$ cat src/rtl/fuzz_seq_pkg.sv
// fuzz_seq_pkg: sequencer state encoding, default widths and the MISR step
// function shared by the design and its bench.
package fuzz_seq_pkg;

    localparam int VEC_W = 86;
    localparam int OUT_W = 81;
    localparam int CNT_W = 16;

    typedef enum logic [2:0] {
        IDLE    = 3'd0,
        LOAD    = 3'd1,
        SETTLE  = 3'd2,
        CAPTURE = 3'd3,
        EMIT    = 3'd4,
        DONE    = 3'd5
    } state_e;

    function automatic logic [OUT_W-1:0] misr_step(
        input logic [OUT_W-1:0] sig,
        input logic [OUT_W-1:0] data,
        input logic [OUT_W-1:0] poly
    );
        return {sig[OUT_W-2:0], 1'b0} ^ (sig[OUT_W-1] ? poly : {OUT_W{1'b0}}) ^ data;
    endfunction

endpackage

$ cat src/rtl/fuzz_vector_sequencer_misr.sv
// fuzz_misr: multiple-input signature register with seed-load and step enables.
module fuzz_misr #(
    parameter int               OUT_W     = 81,
    parameter logic [OUT_W-1:0] MISR_POLY = 81'h201,
    parameter logic [OUT_W-1:0] MISR_SEED = 81'h0
) (
    input  logic             clk,
    input  logic             rst_n,
    input  logic             i_seed_load,
    input  logic             i_step,
    input  logic [OUT_W-1:0] i_data,
    output logic [OUT_W-1:0] o_signature
);

    logic [OUT_W-1:0] r_sig;
    logic [OUT_W-1:0] w_sig_step;

    // Shift left, fold the outgoing MSB back through the taps, absorb the sample.
    always_comb begin
        w_sig_step = {r_sig[OUT_W-2:0], 1'b0}
                   ^ (r_sig[OUT_W-1] ? MISR_POLY : {OUT_W{1'b0}})
                   ^ i_data;
    end

    // Signature register; seed load wins over a step in the same cycle.
    always_ff @(posedge clk or negedge rst_n) begin
        if (!rst_n) begin
            r_sig <= MISR_SEED;
        end else if (i_seed_load) begin
            r_sig <= MISR_SEED;
        end else if (i_step) begin
            r_sig <= w_sig_step;
        end else begin
            r_sig <= r_sig;
        end
    end

    assign o_signature = r_sig;

endmodule

$ cat src/rtl/fuzz_vector_sequencer.sv
// fuzz_vector_sequencer: drives stream vectors onto a DUT bus, waits a settle
// time and folds the DUT response into a MISR. Option: FUZZ_SEQ_CAPTURE_EN.
module fuzz_vector_sequencer #(
    parameter int                  VEC_W      = fuzz_seq_pkg::VEC_W,
    parameter int                  OUT_W      = fuzz_seq_pkg::OUT_W,
    parameter int                  CNT_W      = fuzz_seq_pkg::CNT_W,
    parameter int                  SETTLE_CYC = 1,
    parameter logic [OUT_W-1:0]    MISR_POLY  = 81'h201,
    parameter logic [OUT_W-1:0]    MISR_SEED  = 81'h0
) (
    input  logic             clk,
    input  logic             rst_n,
    input  logic             start,
    input  logic [CNT_W-1:0] num_vec,
    input  logic             vec_valid,
    input  logic [VEC_W-1:0] vec_data,
    output logic             vec_ready,
    output logic [VEC_W-1:0] dut_in,
    input  logic [OUT_W-1:0] dut_out,
    output logic             busy,
    output logic             done,
    output logic [CNT_W-1:0] vec_count,
    output logic [OUT_W-1:0] signature
`ifdef FUZZ_SEQ_CAPTURE_EN
    ,
    output logic             cap_valid,
    output logic [OUT_W-1:0] cap_data,
    input  logic             cap_ready
`endif
);

    import fuzz_seq_pkg::*;

    state_e           r_state;
    state_e           w_state_nxt;
    logic [31:0]      r_settle_cnt;
    logic [CNT_W-1:0] r_num_vec;
    logic [CNT_W-1:0] r_vec_count;
    logic [CNT_W-1:0] w_cnt_inc;
    logic [VEC_W-1:0] r_dut_in;
    logic             r_vec_ready;
    logic             r_busy;
    logic             r_done;
    logic             w_start_acc;
    logic             w_hs;
    logic             w_capture;

    assign w_start_acc = (r_state == IDLE) && start;
    assign w_hs        = (r_state == LOAD) && vec_valid && r_vec_ready;
    assign w_capture   = (r_state == CAPTURE);
    assign w_cnt_inc   = r_vec_count + {{(CNT_W-1){1'b0}}, 1'b1};

`ifdef FUZZ_SEQ_CAPTURE_EN
    logic             r_cap_valid;
    logic [OUT_W-1:0] r_cap_data;
    logic             w_cap_hs;

    assign w_cap_hs  = (r_state == EMIT) && r_cap_valid && cap_ready;
    assign cap_valid = r_cap_valid;
    assign cap_data  = r_cap_data;
`endif

    // Next-state decode.
    always_comb begin
        w_state_nxt = r_state;
        case (r_state)
            IDLE: begin
                if (start) begin
                    if (num_vec == {CNT_W{1'b0}}) begin
                        w_state_nxt = DONE;
                    end else begin
                        w_state_nxt = LOAD;
                    end
                end else begin
                    w_state_nxt = IDLE;
                end
            end
            LOAD: begin
                if (w_hs) begin
                    w_state_nxt = SETTLE;
                end else begin
                    w_state_nxt = LOAD;
                end
            end
            SETTLE: begin
                if (r_settle_cnt == 32'(SETTLE_CYC - 1)) begin
                    w_state_nxt = CAPTURE;
                end else begin
                    w_state_nxt = SETTLE;
                end
            end
`ifdef FUZZ_SEQ_CAPTURE_EN
            CAPTURE: w_state_nxt = EMIT;
            EMIT: begin
                if (w_cap_hs) begin
                    if (r_vec_count == r_num_vec) begin
                        w_state_nxt = DONE;
                    end else begin
                        w_state_nxt = LOAD;
                    end
                end else begin
                    w_state_nxt = EMIT;
                end
            end
`else
            CAPTURE: begin
                // vec_count advances on this same edge, so compare its next value.
                if (w_cnt_inc == r_num_vec) begin
                    w_state_nxt = DONE;
                end else begin
                    w_state_nxt = LOAD;
                end
            end
`endif
            DONE:    w_state_nxt = IDLE;
            default: w_state_nxt = IDLE;
        endcase
    end

    // State register plus status flags registered from the next state.
    always_ff @(posedge clk or negedge rst_n) begin
        if (!rst_n) begin
            r_state     <= IDLE;
            r_vec_ready <= 1'b0;
            r_busy      <= 1'b0;
            r_done      <= 1'b0;
        end else begin
            r_state     <= w_state_nxt;
            r_vec_ready <= (w_state_nxt == LOAD);
            r_busy      <= (w_state_nxt != IDLE);
            r_done      <= (w_state_nxt == DONE);
        end
    end

    // Run bookkeeping: latched run length, captured-vector count, settle timer.
    always_ff @(posedge clk or negedge rst_n) begin
        if (!rst_n) begin
            r_num_vec    <= {CNT_W{1'b0}};
            r_vec_count  <= {CNT_W{1'b0}};
            r_settle_cnt <= 32'd0;
        end else begin
            if (w_start_acc) begin
                r_num_vec   <= num_vec;
                r_vec_count <= {CNT_W{1'b0}};
            end else if (w_capture) begin
                r_vec_count <= w_cnt_inc;
            end
            r_settle_cnt <= (r_state == SETTLE) ? (r_settle_cnt + 32'd1) : 32'd0;
        end
    end

    // DUT input bus: loads on the stream handshake and holds otherwise.
    always_ff @(posedge clk or negedge rst_n) begin
        if (!rst_n) begin
            r_dut_in <= {VEC_W{1'b0}};
        end else if (w_hs) begin
            r_dut_in <= vec_data;
        end
    end

`ifdef FUZZ_SEQ_CAPTURE_EN
    // Capture port: sample latched in CAPTURE, valid only while in EMIT.
    always_ff @(posedge clk or negedge rst_n) begin
        if (!rst_n) begin
            r_cap_valid <= 1'b0;
            r_cap_data  <= {OUT_W{1'b0}};
        end else begin
            r_cap_valid <= (w_state_nxt == EMIT);
            if (w_capture) begin
                r_cap_data <= dut_out;
            end
        end
    end
`endif

    fuzz_misr #(
        .OUT_W     (OUT_W),
        .MISR_POLY (MISR_POLY),
        .MISR_SEED (MISR_SEED)
    ) u_misr (
        .clk         (clk),
        .rst_n       (rst_n),
        .i_seed_load (w_start_acc),
        .i_step      (w_capture),
        .i_data      (dut_out),
        .o_signature (signature)
    );

    assign vec_ready = r_vec_ready;
    assign dut_in    = r_dut_in;
    assign busy      = r_busy;
    assign done      = r_done;
    assign vec_count = r_vec_count;

endmodule

$ cat config.mk
export PLATFORM = sky130hd
export DESIGN_NAME = fuzz_vector_sequencer
export DESIGN_NICKNAME = d
export VERILOG_FILES = /design/src/rtl/fuzz_seq_pkg.sv /design/src/rtl/fuzz_vector_sequencer_misr.sv /design/src/rtl/fuzz_vector_sequencer.sv
export SDC_FILE = /design/constraint.sdc
export NUM_CORES = 1
export LEC_CHECK = 0
export ABC_AREA = 1
export BUFFER_PORTS_ARGS = -buffer_cell sky130_fd_sc_hd__buf_4
export CORE_UTILIZATION = 45
export DETAILED_ROUTE_END_ITERATION = 6
export PLACE_DENSITY = 0.77
export REMOVE_ABC_BUFFERS = 1
export SETUP_SLACK_MARGIN = 0.4
export SLEW_MARGIN = 30
export SYNTH_ARGS = -nofsm -noshare
export SYNTH_HDL_FRONTEND = slang
export SYNTH_SLANG_ARGS = --single-unit
$ cat constraint.sdc
create_clock -name clk -period 1.73 [get_ports clk]
set_clock_uncertainty 0.05 [all_clocks]
set_input_delay 0.173 -clock clk [delete_from_list [all_inputs] [get_ports clk]]
set_output_delay 0.173 -clock clk [all_outputs]
set_load 0.01 [all_outputs]
==> results of run 1 <==
[metal layers]
metal	overflow	GRT usage
met5	0	0.516
met4	8	0.749
met3	11	0.714
met2	3	0.922
met1	0	0.773
[per-stage QoR]
step,setup WS [ns],cell area (sq um),hold slack (ns),utilization,cells
4_1_cts,-0.0305,19700,0.0895,0.831,2141
3_5_place_dp,-0.161,14600,0.0731,0.618,1821
3_3_place_gp,-0.0900,14600,0.0724,0.618,1821
2_1_floorplan,-1.92,10800,-0.173,-,1060
[synth_stat cells (2+ instances only)]
cell type | number | area [sq um]
mux2_2 | 86 | 968
inv_2 | 6 | 22.5
clkbuf_1 | 17 | 63.8
nand2_1 | 214 | 803
nand3b_1 | 5 | 37.5
dfrtp_1 | 237 | 5930
nor2_4 | 5 | 56.3
a211oi_1 | 3 | 22.5
ha_1 | 3 | 37.5
nor2_2 | 8 | 50.1
nand3_2 | 3 | 30.0
nor3_4 | 2 | 32.5
nor3_1 | 12 | 60.1
nand3_1 | 53 | 265
nor2_1 | 57 | 214
buf_1 | 7 | 26.3
o22ai_1 | 5 | 31.3
nor3_2 | 2 | 20.0
nand2_2 | 5 | 31.3
buf_2 | 11 | 55.1
nor4_2 | 3 | 37.5
xor2_1 | 9 | 78.8
xnor2_1 | 83 | 727
o21ai_0 | 112 | 561
a21oi_1 | 15 | 75.1
inv_1 | 78 | 293
nand4_1 | 27 | 169
nor4_1 | 9 | 56.3
o21ai_1 | 3 | 15.0
xnor3_1 | 2 | 45.0
[what timing repair did]
| item | in CTS |
|---|---|
| buffers inserted | 57 |
| hold endpoints to repair | 399 |
| setup endpoints to repair | 268 |
| pin swaps | 22 |
| hold buffers | 184 |
| cloned | 34 |
| resized for setup | 347 |
[kinds of logic after synthesis]
group                      count (synthesis)  share of synthesized area
DFF                                      237                      0.541
adders and majority gates                  3                    0.00343
AOI/OAI and AO/OA                        144                     0.0685
and+or+nand+nor                          412                      0.178
buffers and inverters                    120                     0.0427
xor gates and xnor gates                  94                     0.0776
muxes                                     86                     0.0884
==> run_results.csv, run 1 <==
group,metric,value,unit
clock_network,numClockSinks,237,
die,die_h,158,microns
synthesis,syn_inst,1096,
clock_network,clock_path_buffers,3,
die,fp-row-count,56,
status,failed_stage,"5_1_grt",
status,error,"[ERROR GRT-0232] Routing congestion too high. Check the congestion heatmap in the GUI.",
die,initial_core_util,0.463,
placement,gp_congestion,0.928,
clock_network,cts_made_buffers,27,
global_routing,gr-total-overflow,22,
synthesis,ys_ff_latch,237,
status,status,"aborted with a tool error",
die,pin_count,373,
synthesis,synth-main-ff-cell,"dfrtp_1",
clock_network,clockRootBuffer,"clkbuf_16",
synthesis,syn_avg_cell_area,10.0,sq um
synthesis,synthesis.area,11000,sq um
die,die_w,158,microns
global_routing,gr-usage-all-layers,0.792,
synthesis,synth_cell_type_count,44,
timing,crit_endpoint,"vec_ready$_DFF_PN0_/D",
synthesis,async_reset_ff_frac,1.00,
global_routing,grt_start_max_net_pins,54,
placement,hpwl,23.5,mm
placement,port_buffers,372,
synthesis,synth_edf_count,0,
synthesis,ys_seq_area_frac,0.541,
timing,worstEndpointType,"sequential cell input",
synthesis,yosys_warnings,0,
clock_network,htreeDepth,1,
==> run 2: changes to the inputs <==
Settings changed: CORE_UTILIZATION 45 to 30, PLACE_DENSITY 0.77 to not set, PLACE_DENSITY_LB_ADDON set to 0.15, SETUP_SLACK_MARGIN 0.4 to not set.
Clock period 1.73 ns to 2.2 ns, I/O delays scaled along.
==> run 2 against run 1 <==
  * The flow now finishes, with violations (DRC)
  * Synthesized cell count stayed put
  * Synthesized area unchanged
==> run_results.csv, run 2 <==
group,metric,value,unit
synthesis,synth_top_area_cell,"dfrtp_1",
die,design.core.area,35700,sq um
placement,gp_congestion,0.887,
clock_network,numClockSinks,237,
synthesis,syn_inst,1096,
global_routing,gr-usage-all-layers,0.180,
synthesis,ys_seq_area_frac,0.541,
worst_setup_path,start_kind,"flip-flop",
synthesis,yosys_warnings,0,
timing,slew_violations,0,
die,die_w,193,microns
placement,hpwl,24.6,mm
routing,finalWirelength,34.8,mm
die,initial_core_util,0.307,
synthesis,async_reset_ff_frac,1.00,
timing,fin_tns_setup,0,ns
routing,vias,9799,
die,pin_count,373,
synthesis,ys_ff_latch,237,
layout,final_cells,2152,
layout,nNetsFinal,1856,
global_routing,grt_pass1_vias,9816,
status,status,"complete, but fails checks",
worst_setup_path,critPathCaptureType,"flip-flop",
routing,drt_pass1_iterations,7,
die,fp-row-count,69,
layout,final_cell_mix,"381 x buf_4, 236 x dfrtp_1, 214 x nand2_1",
pwr,p_per_area,1150,nW/um^2
worst_setup_path,path_class,"flip-flop to flip-flop",
global_routing,grt_pass1_wl,53.0,mm
synthesis,synth_cell_type_count,44,
placement,dpl.cell_count,1909,
synthesis,synthesis.area,11000,sq um
worst_setup_path,cp.required,2.66,ns
synthesis,synthTopCellsByArea,"dfrtp_1 54%, mux2_2 8.8%, nand2_1 7.3%, xnor2_1 6.6%, o21ai_0 5.1%",
die,die_area,37300,sq um
status,violations,"DRC",
layout,largest_reg_flops,86,
routing,viasPerCell,4.55,
worst_setup_path,worstPathArrival,2.40,ns
synthesis,synth.top_cell.area_share,0.541,
layout,area_growth,58.8,%
pwr,irDropWorstVdd,0.000695,V
worst_setup_path,cp_max_fo,6,
synthesis,yosysMostFrequentCell,"dfrtp_1",
clock_network,cts_made_buffers,31,
placement,port_buffers,372,
clock_network,clk_latency,0.57,ns
timing,tightest_slew,0.735,ns
layout,final_common_cell,"buf_4",
synthesis,syn_avg_cell_area,10.0,sq um
clock_network,clock_path_buffers,3,
job,maxCapViolCount,0,
synthesis,synth_commonest_cells,"237 x dfrtp_1, 214 x nand2_1, 112 x o21ai_0",
global_routing,gr-total-overflow,0,
timing,rsz0062_at_grt,"false",
clock_network,clk_pin_slew,0.06,ns
timing,period_share,0.881,
routing,ant_nets,0,
routing,drc,14,
clock_network,cts_tree,"built",
timing,fmax,516,MHz
routing,wl_per_cell,16.2,microns
global_routing,antenna_found_initial,0,
clock_network,clockRootBuffer,"clkbuf_16",
global_routing,grt_start_max_net_pins,81,
synthesis,synth_edf_count,0,
timing,slew_headroom,0.510,
die,die_h,193,microns
timing,period_minus_slack,1.94,ns
min_path,hp-class,"input port to flip-flop",
routing,drt_iter0_drc,540,
timing,hold_viol,0,
timing,setup_violations,0,
pwr,power.leakage,8.08,nW
layout,diodes,0,
layout,drive_above_1_share,0.338,
synthesis,synth-main-ff-cell,"dfrtp_1",
clock_network,htreeDepth,1,
-- run 2: cell counts after synthesis --
Identical to the previous run, type by type.
-- run 2: what timing repair did --
action                                 in CTS  in global routing
gates resized for setup                     0                  4
buffers inserted                            0                  0
endpoints found under the hold margin     307                  0
hold buffers                              185                  0
setup endpoints to repair                   0                  3
-- run 2: layout make-up --
type                            instances  area, sq um
Multi-Input combinational cell        739         4580
Inverter                               84          315
Clock inverter                         14          228
Sequential cell                       237         5930
Tap cell                              461          577
Fill cell                            3344        18300
Timing Repair Buffer                  573         4850
Clock buffer                           44          915
-- run 2: per-stage QoR --
stage	util	setup WS, ns	hold slack, ns	cell area [sq um]	total power (W)
2_1_floorplan	-	-1.45	-0.126	10800	0.0105
3_3_place_gp	0.403	0.203	0.147	14400	0.0143
3_5_place_dp	0.403	0.169	0.146	14400	0.0144
4_1_cts	0.486	0.161	0.0417	17400	0.0204
5_1_grt	0.487	0.0309	0.109	17400	0.0213
6_report	0.487	0.261	0.0754	17400	0.0201
-- run 2: power breakdown --
group	internal (W)	switching, W	total, W
Combinational	0.00393	0.00350	0.00743
Sequential	0.00592	0.00118	0.00710
Clock	0.00358	0.00198	0.00556
Total	0.0134	0.00666	0.0201
-- run 2: critical path, cell delays in order, from the launching register on --
cell	delay, ns
dfrtp_1	0.43
ha_2	0.25
nand3_1	0.16
nor2_2	0.18
nand4_1	0.13
nand3_1	0.15
nand3_1	0.09
nor2_1	0.12
nand2_1	0.06
nor2_1	0.11
nand2_1	0.09
nand2_1	0.07
-- run 2: kinds of logic after synthesis --
family,after synthesis,synth area share
AND/OR/NAND/NOR,412,0.178
flip-flops,237,0.541
AO/OA/AOI/OAI,144,0.0685
buffers and inverters,120,0.0427
XOR/XNOR,94,0.0776
multiplexers,86,0.0884
adder cells (fa/ha/maj),3,0.00343
-- run 2: final timing paths --
path / to / cells after the start / startpoint / slack (ns)
max: r_state[2] / 11 / vec_count[0] / 0.26
min: r_num_vec[8] / 5 / start / 0.08
max reg2reg: r_state[2] / 11 / vec_count[0] / 0.26
min reg2reg: dut_in[83] / 1 / dut_in[83] / 0.45
max in group asynchronous: r_settle_cnt[3] / 3 / rst_n / 1.20
min in group asynchronous: u_misr.o_signature[49] / 2 / rst_n / 0.15
-- run 2: per-layer routing --
metal  vias to the layer above  global-route usage  part of all wire
met5                         -                   0                 0
met4                         0              0.0568             0.025
met3                        56              0.0262             0.041
met2                       214               0.305              0.51
met1                      4742               0.236              0.42
li1                       4787                   -                 -
No activity file was read; power rests on OpenSTA's default activity.
